==> config.mk <==
export PLATFORM = sky130hd
export DESIGN_NAME = conv_frame_sequencer
export DESIGN_NICKNAME = d
export VERILOG_FILES = /design/src/rtl/conv_frame_sequencer.sv
export SDC_FILE = /design/constraint.sdc
export NUM_CORES = 1
export LEC_CHECK = 0
export ABC_CLOCK_PERIOD_IN_PS = 5500
export CORE_ASPECT_RATIO = 1.4
export CORE_UTILIZATION = 40
export CTS_CLUSTER_SIZE = 25
export DETAILED_ROUTE_END_ITERATION = 12
export PLACE_DENSITY = 0.74
export SLEW_MARGIN = 30
export SYNTH_ARGS = -nofsm -noshare
export SYNTH_HDL_FRONTEND = slang
export SYNTH_SLANG_ARGS = --single-unit
==> constraint.sdc <==
create_clock -name clk -period 5.5 [get_ports clk]
set_input_delay 1.1 -clock clk [delete_from_list [all_inputs] [get_ports clk]]
set_output_delay 1.1 -clock clk [all_outputs]
set_load 0.02 [all_outputs]
==> src/rtl/conv_frame_sequencer.sv <==
// Frame-level controller for the parallel conv engine: reads one frame of
// channel-packed pixels from a sync-read image memory, streams them to the
// engine after a start-of-frame pulse, and counts engine outputs until the
// frame completes or times out.
module conv_frame_sequencer #(
    parameter int DATA_WIDTH = 8,
    parameter int IN_CHANNEL = 3,
    parameter int IMG_WIDTH  = 8,
    parameter int IMG_HEIGHT = 8,
    parameter int ADDR_WIDTH = 6,
    parameter int OUT_COUNT  = IMG_WIDTH * IMG_HEIGHT,
    parameter int TIMEOUT    = 2000
) (
    input  logic                             clk,
    input  logic                             rst,
    input  logic                             start,
    input  logic                             pause,
    output logic                             busy,
    output logic                             done,
    output logic                             timeout_err,
    output logic                             mem_rd_en,
    output logic [ADDR_WIDTH-1:0]            mem_rd_addr,
    input  logic [IN_CHANNEL*DATA_WIDTH-1:0] mem_rd_data,
    output logic                             frame_start,
    output logic [IN_CHANNEL*DATA_WIDTH-1:0] pixel_in,
    output logic                             pixel_valid,
    input  logic                             conv_valid,
    output logic [ADDR_WIDTH:0]              out_count,
    output logic [15:0]                      frame_cycles
);

    localparam int PW = IN_CHANNEL * DATA_WIDTH;
    localparam int CW = ADDR_WIDTH + 1;
    localparam int TW = $clog2(TIMEOUT + 1);
    localparam logic [ADDR_WIDTH-1:0] LAST_ADDR = ADDR_WIDTH'(IMG_WIDTH * IMG_HEIGHT - 1);
    localparam logic [CW-1:0]         OUT_MAX   = CW'(OUT_COUNT);
    localparam logic [TW-1:0]         TO_MAX    = TW'(TIMEOUT);

    typedef enum logic [2:0] {
        S_IDLE,
        S_SOF,
        S_STREAM,
        S_DRAIN,
        S_DONE
    } state_t;

    state_t                state_q, state_d;
    logic [ADDR_WIDTH-1:0] rd_ptr_q, rd_ptr_d;
    logic                  rd_vld_q, rd_vld_d;   // read issued last cycle, data on mem_rd_data now
    logic                  pix_vld_q, pix_vld_d;
    logic [PW-1:0]         pix_q, pix_d;
    logic                  busy_q, busy_d;
    logic                  done_q, done_d;
    logic                  terr_q, terr_d;
    logic                  sof_q, sof_d;
    logic [CW-1:0]         cnt_q, cnt_d;
    logic [15:0]           fcyc_q, fcyc_d;
    logic [TW-1:0]         to_q, to_d;
    logic                  rd_en;
    logic                  cv_hit;

    // Next-state, pixel pipeline and counter logic
    always_comb begin
        rd_en     = (state_q == S_STREAM) && !pause;
        cv_hit    = conv_valid && (state_q inside {S_SOF, S_STREAM, S_DRAIN});

        state_d   = state_q;
        rd_ptr_d  = rd_ptr_q;
        rd_vld_d  = rd_en;
        pix_vld_d = rd_vld_q;
        pix_d     = rd_vld_q ? mem_rd_data : pix_q;
        busy_d    = busy_q;
        done_d    = 1'b0;
        terr_d    = terr_q;
        sof_d     = 1'b0;
        cnt_d     = cnt_q;
        fcyc_d    = fcyc_q;
        to_d      = to_q;

        // frame_cycles covers SOF through the DONE cycle, saturating
        if (state_q != S_IDLE && fcyc_q != '1)
            fcyc_d = fcyc_q + 16'd1;

        if (cv_hit && cnt_q != OUT_MAX)
            cnt_d = cnt_q + 1'b1;

        // Idle-cycle watchdog: any engine activity restarts it, pause freezes it
        if (cv_hit || pix_vld_q)
            to_d = '0;
        else if ((state_q == S_STREAM || state_q == S_DRAIN) && !pause && to_q != TO_MAX)
            to_d = to_q + 1'b1;

        case (state_q)
            S_IDLE: begin
                if (start) begin
                    state_d  = S_SOF;
                    sof_d    = 1'b1;
                    busy_d   = 1'b1;
                    cnt_d    = '0;
                    fcyc_d   = '0;
                    terr_d   = 1'b0;
                    to_d     = '0;
                    rd_ptr_d = '0;
                end
            end
            S_SOF: begin
                state_d = S_STREAM;
            end
            S_STREAM: begin
                if (rd_en) begin
                    rd_ptr_d = rd_ptr_q + 1'b1;
                    if (rd_ptr_q == LAST_ADDR) begin
                        rd_ptr_d = '0;
                        state_d  = S_DRAIN;
                    end
                end
            end
            S_DRAIN: begin
                if (!rd_vld_q && !pix_vld_q && cnt_q == OUT_MAX) begin
                    state_d = S_DONE;
                    done_d  = 1'b1;
                end else if (to_q == TO_MAX) begin
                    state_d = S_DONE;
                    done_d  = 1'b1;
                    terr_d  = 1'b1;
                end
            end
            S_DONE: begin
                state_d = S_IDLE;
                busy_d  = 1'b0;
            end
            default: begin
                state_d = S_IDLE;
                busy_d  = 1'b0;
            end
        endcase
    end

    // State and registered outputs; async reset discards any in-flight pixels
    always_ff @(posedge clk or posedge rst) begin
        if (rst) begin
            state_q   <= S_IDLE;
            rd_ptr_q  <= '0;
            rd_vld_q  <= 1'b0;
            pix_vld_q <= 1'b0;
            pix_q     <= '0;
            busy_q    <= 1'b0;
            done_q    <= 1'b0;
            terr_q    <= 1'b0;
            sof_q     <= 1'b0;
            cnt_q     <= '0;
            fcyc_q    <= '0;
            to_q      <= '0;
        end else begin
            state_q   <= state_d;
            rd_ptr_q  <= rd_ptr_d;
            rd_vld_q  <= rd_vld_d;
            pix_vld_q <= pix_vld_d;
            pix_q     <= pix_d;
            busy_q    <= busy_d;
            done_q    <= done_d;
            terr_q    <= terr_d;
            sof_q     <= sof_d;
            cnt_q     <= cnt_d;
            fcyc_q    <= fcyc_d;
            to_q      <= to_d;
        end
    end

    assign busy         = busy_q;
    assign done         = done_q;
    assign timeout_err  = terr_q;
    assign mem_rd_en    = rd_en;
    assign mem_rd_addr  = rd_ptr_q;
    assign frame_start  = sof_q;
    assign pixel_in     = pix_q;
    assign pixel_valid  = pix_vld_q;
    assign out_count    = cnt_q;
    assign frame_cycles = fcyc_q;

endmodule

==> impl_results.md <==
* Status: finished, final reports clean
* Hold WC Path Type: flop to flop
* FF+latch count, synth at 73
* Period utilization at 0.692
* Final setup viols at 0
* Final setup TNS at 0 ns
* Row Count at 39
* Combinational fraction of design power at 0.242
* Core area at 8300 µm²
* Later-pin clock latency in the skew report at 0.32 ns
* Filler instances at 716
* Register area at 1830 µm²
* FF-to-FF setup slack at approximately 3.2 ns
* Clock Tree Root: clkbuf_16
* Remaining DRCs at 0
* Placement Cell Area at 4420 µm²
* P_sw at 468 µW
* Power per cell area at 338 nW/µm²
* Worst Skew at 0.00731 ns
* Routability Congestion at 0.793
* Port Buffer Count at 87
* WP data required at 4.40 ns
* Worst setup path class: input pin to primary output
* GRT overflow at 0
* Max-Cap Viols at 0
* Multi-input combinational cell area at between 1500 and 2000 µm²
* Measured slew at the worst slew-check pin at around 0.85 ns
* Final hold slack at 0.504 ns
* Area growth syn-to-layout at 35.4%
* DRT antenna net count at 0
* Hold Buf Count CTS at 0
* Post-CTS sizing at 0
* Leakage at around 0.0019 µW
* Max-slew violation total from the final report at 0
* Warnings, synthesis at 0
* Asr flop ratio synth at 1.00
* RR Startpoint: state_q[2]$_DFFE_PP0P_
* Worst flop-to-flop path endpoint: frame_cycles[14]$_DFF_PP0_
* Post-DR vias/cell at ~5.5
* Worst setup SP type: input pin
* Initial drt markers at 138
* TritonRoute pass-1 iters at 4
* Clock network power share at 0.333
* Fmax at 0.263 GHz
* Post-Route WL at between 8000 and 9000 µm
* Num CTS Buffers at 9
* DP HPWL at a little under 6000 µm
* Max Root-Sink Buffers at 2
* RSZ-0062 raised after global routing: false
* Largest net degree at the start of global routing at 51
* Die area at ~9000 µm²
* N_diodes at 0
* Crit path capture type: primary output
* Reg power frac at 0.426
* Global-route wire length before repair at 13700 µm
* Sw Share at 0.295
* Rel. slew slack at 0.429
* Syn Inst Count at 316
* Hold path startpoint: pixel_in[20]$_DFFE_PP0P_
* # IOs at 88
* Die W at 80.6 µm
* Vias in the first global route at 2829
* Hold path depth at 1
* Final hold violation count at 0
* Initial antenna violation count at 0
* Number of synthesized flops with an enable pin at 0
* Vias at between 2k and 3k
* Internal Power at roughly 1100 µW
* Post-CTS Setup Bufs at 0
* Hold endpoint: pixel_in[20]$_DFFE_PP0P_
* H-tree depth at 3
* CTS tree: done
* Worst-path fanout max at 5
* Fin area at 4690 µm²
* Crit path arrival time at 2.71 ns
* Fin util at 0.565
* Seq/Total Area, Yosys at 0.528
* Distinct cells, synth at 54
* Peak VDD IR at 0.277 mV
* Clk sinks at 73
* Clk pin slew, worst setup/hold paths at 0.06 ns
* Mean post-synth cell area at roughly 11 µm²
* Initial core utilization at 0.417
* Post-synth top flop: dfrtp_1
* Pre-CTS WS at 1.71 ns
* Share of cells above drive strength 1 at 0.126
* Post-Syn Area at 3460 µm²
* Crit path time final at approximately 3.8 ns
* Final setup margin at around 1.7 ns
* R2R depth at 4
* Syn Nets at roughly 350
* GRT Total Usage at 0.195
* Post-DR wirelength/cell at 15.8 µm
* Nets at 438
* Die Y at 112 µm
[power by group through the flow]
stage / combinational (µW) / sequential, µW / clock, µW
2_1_floorplan: 134 / 740 / 0
3_3_place_gp: 375 / 679 / 0
3_5_place_dp: 385 / 681 / 0
4_1_cts: 387 / 674 / 539
5_1_grt: 413 / 687 / 566
6_report: 383 / 674 / 528
[per-stage QoR]
stage	power, µW	cells
5_1_grt	1670	508
6_report	1580	508
2_1_floorplan	874	316
3_5_place_dp	1070	494
4_1_cts	1600	508
3_3_place_gp	1050	494
[final cells by class]
class,instances,share of cell area
Tap cell,102,0.0272
Clock buffer,11,0.0539
Sequential cell,73,0.390
Multi-Input combinational cell,222,0.330
Inverter,9,0.00721
Clock inverter,3,0.00374
Timing Repair Buffer,88,0.187
[synthesized netlist by cell type, types with 2 or more instances]
library cell	n	area (µm²)
a21oi_1	11	55.1
a41oi_1	2	17.5
and2_1	2	12.5
and3_1	4	25.0
and4_1	2	17.5
buf_1	2	7.51
clkbuf_1	7	26.3
dfrtp_1	73	1830
ha_1	6	75.1
inv_1	8	30.0
mux2_2	24	270
mux2i_1	9	90.1
nand2_1	24	90.1
nand3_1	12	60.1
nand4_1	11	68.8
nor2_1	25	93.8
nor2b_1	2	12.5
nor3_1	9	45.0
nor4_1	5	31.3
o211ai_1	3	22.5
o21ai_0	11	55.1
o311ai_0	2	17.5
o31ai_1	8	60.1
o41ai_1	2	17.5
or3_1	6	37.5
or4_1	7	52.6
xnor2_1	8	70.1
xor2_1	5	43.8
[worst max-delay path, stage by stage]
cell and delay, ns:
clkdlybuf4s50_1 0.45, nor2b_1 0.26, and3_1 0.28, clkdlybuf4s50_1 0.63
[how the worst max path moves through the flow]
stage                     startpoint          endpoint  cells after the start
final                          pause         mem_rd_en                      4
after detailed placement       pause         mem_rd_en                      4
after global routing           pause         mem_rd_en                      4
after CTS                      pause         mem_rd_en                      4
after floorplan                  rst  busy$_DFFE_PP0P_                      1
after global placement         pause         mem_rd_en                      4
[per-layer routing]
layer | up-vias | part of all wire | track usage | wire length, µm
li1 | 1328 | - | - | -
met1 | 1369 | 0.41 | 0.243 | 3270
met2 | 69 | 0.54 | 0.331 | 4300
met3 | 18 | 0.030 | 0.0228 | 237
met4 | 0 | 0.027 | 0.0940 | 217
met5 | - | 0 | 0 | 0
[placed cells by master (no fill, tap or decap), drive strengths merged, types with 3 or more instances in the layout]
master	count
nor2	25
or3	6
mux2i	9
xnor2	8
and3	4
nand3	13
o211ai	4
clkbuf	11
ha	6
mux2	24
o31ai	8
a21oi	11
inv	8
clkinv	3
nand2	24
nand4	11
clkdlybuf4s50	87
nor4	6
dfrtp	73
nor3	10
xor2	5
or4	8
o21ai	11
[registers in the layout, indices dropped and copies added, names as in the netlist]
signal	cells
busy	1
pixel_valid	1
out_count	7
state_q	3
frame_start	1
pix_vld_d	1
pixel_in	24
to_q	11
done	1
timeout_err	1
frame_cycles	16
mem_rd_addr	6
[cells by family after synthesis]
kind of cell	count (synthesis)	share of synthesized area
multiplexers	33	0.104
XOR/XNOR	13	0.0329
AO/OA/AOI/OAI	50	0.0987
adder cells (fa/ha/maj)	6	0.0217
AND/OR/NAND/NOR	120	0.190
buffers and inverters	21	0.0246
flip-flops	73	0.528
Power figures use the tool's default switching activity.
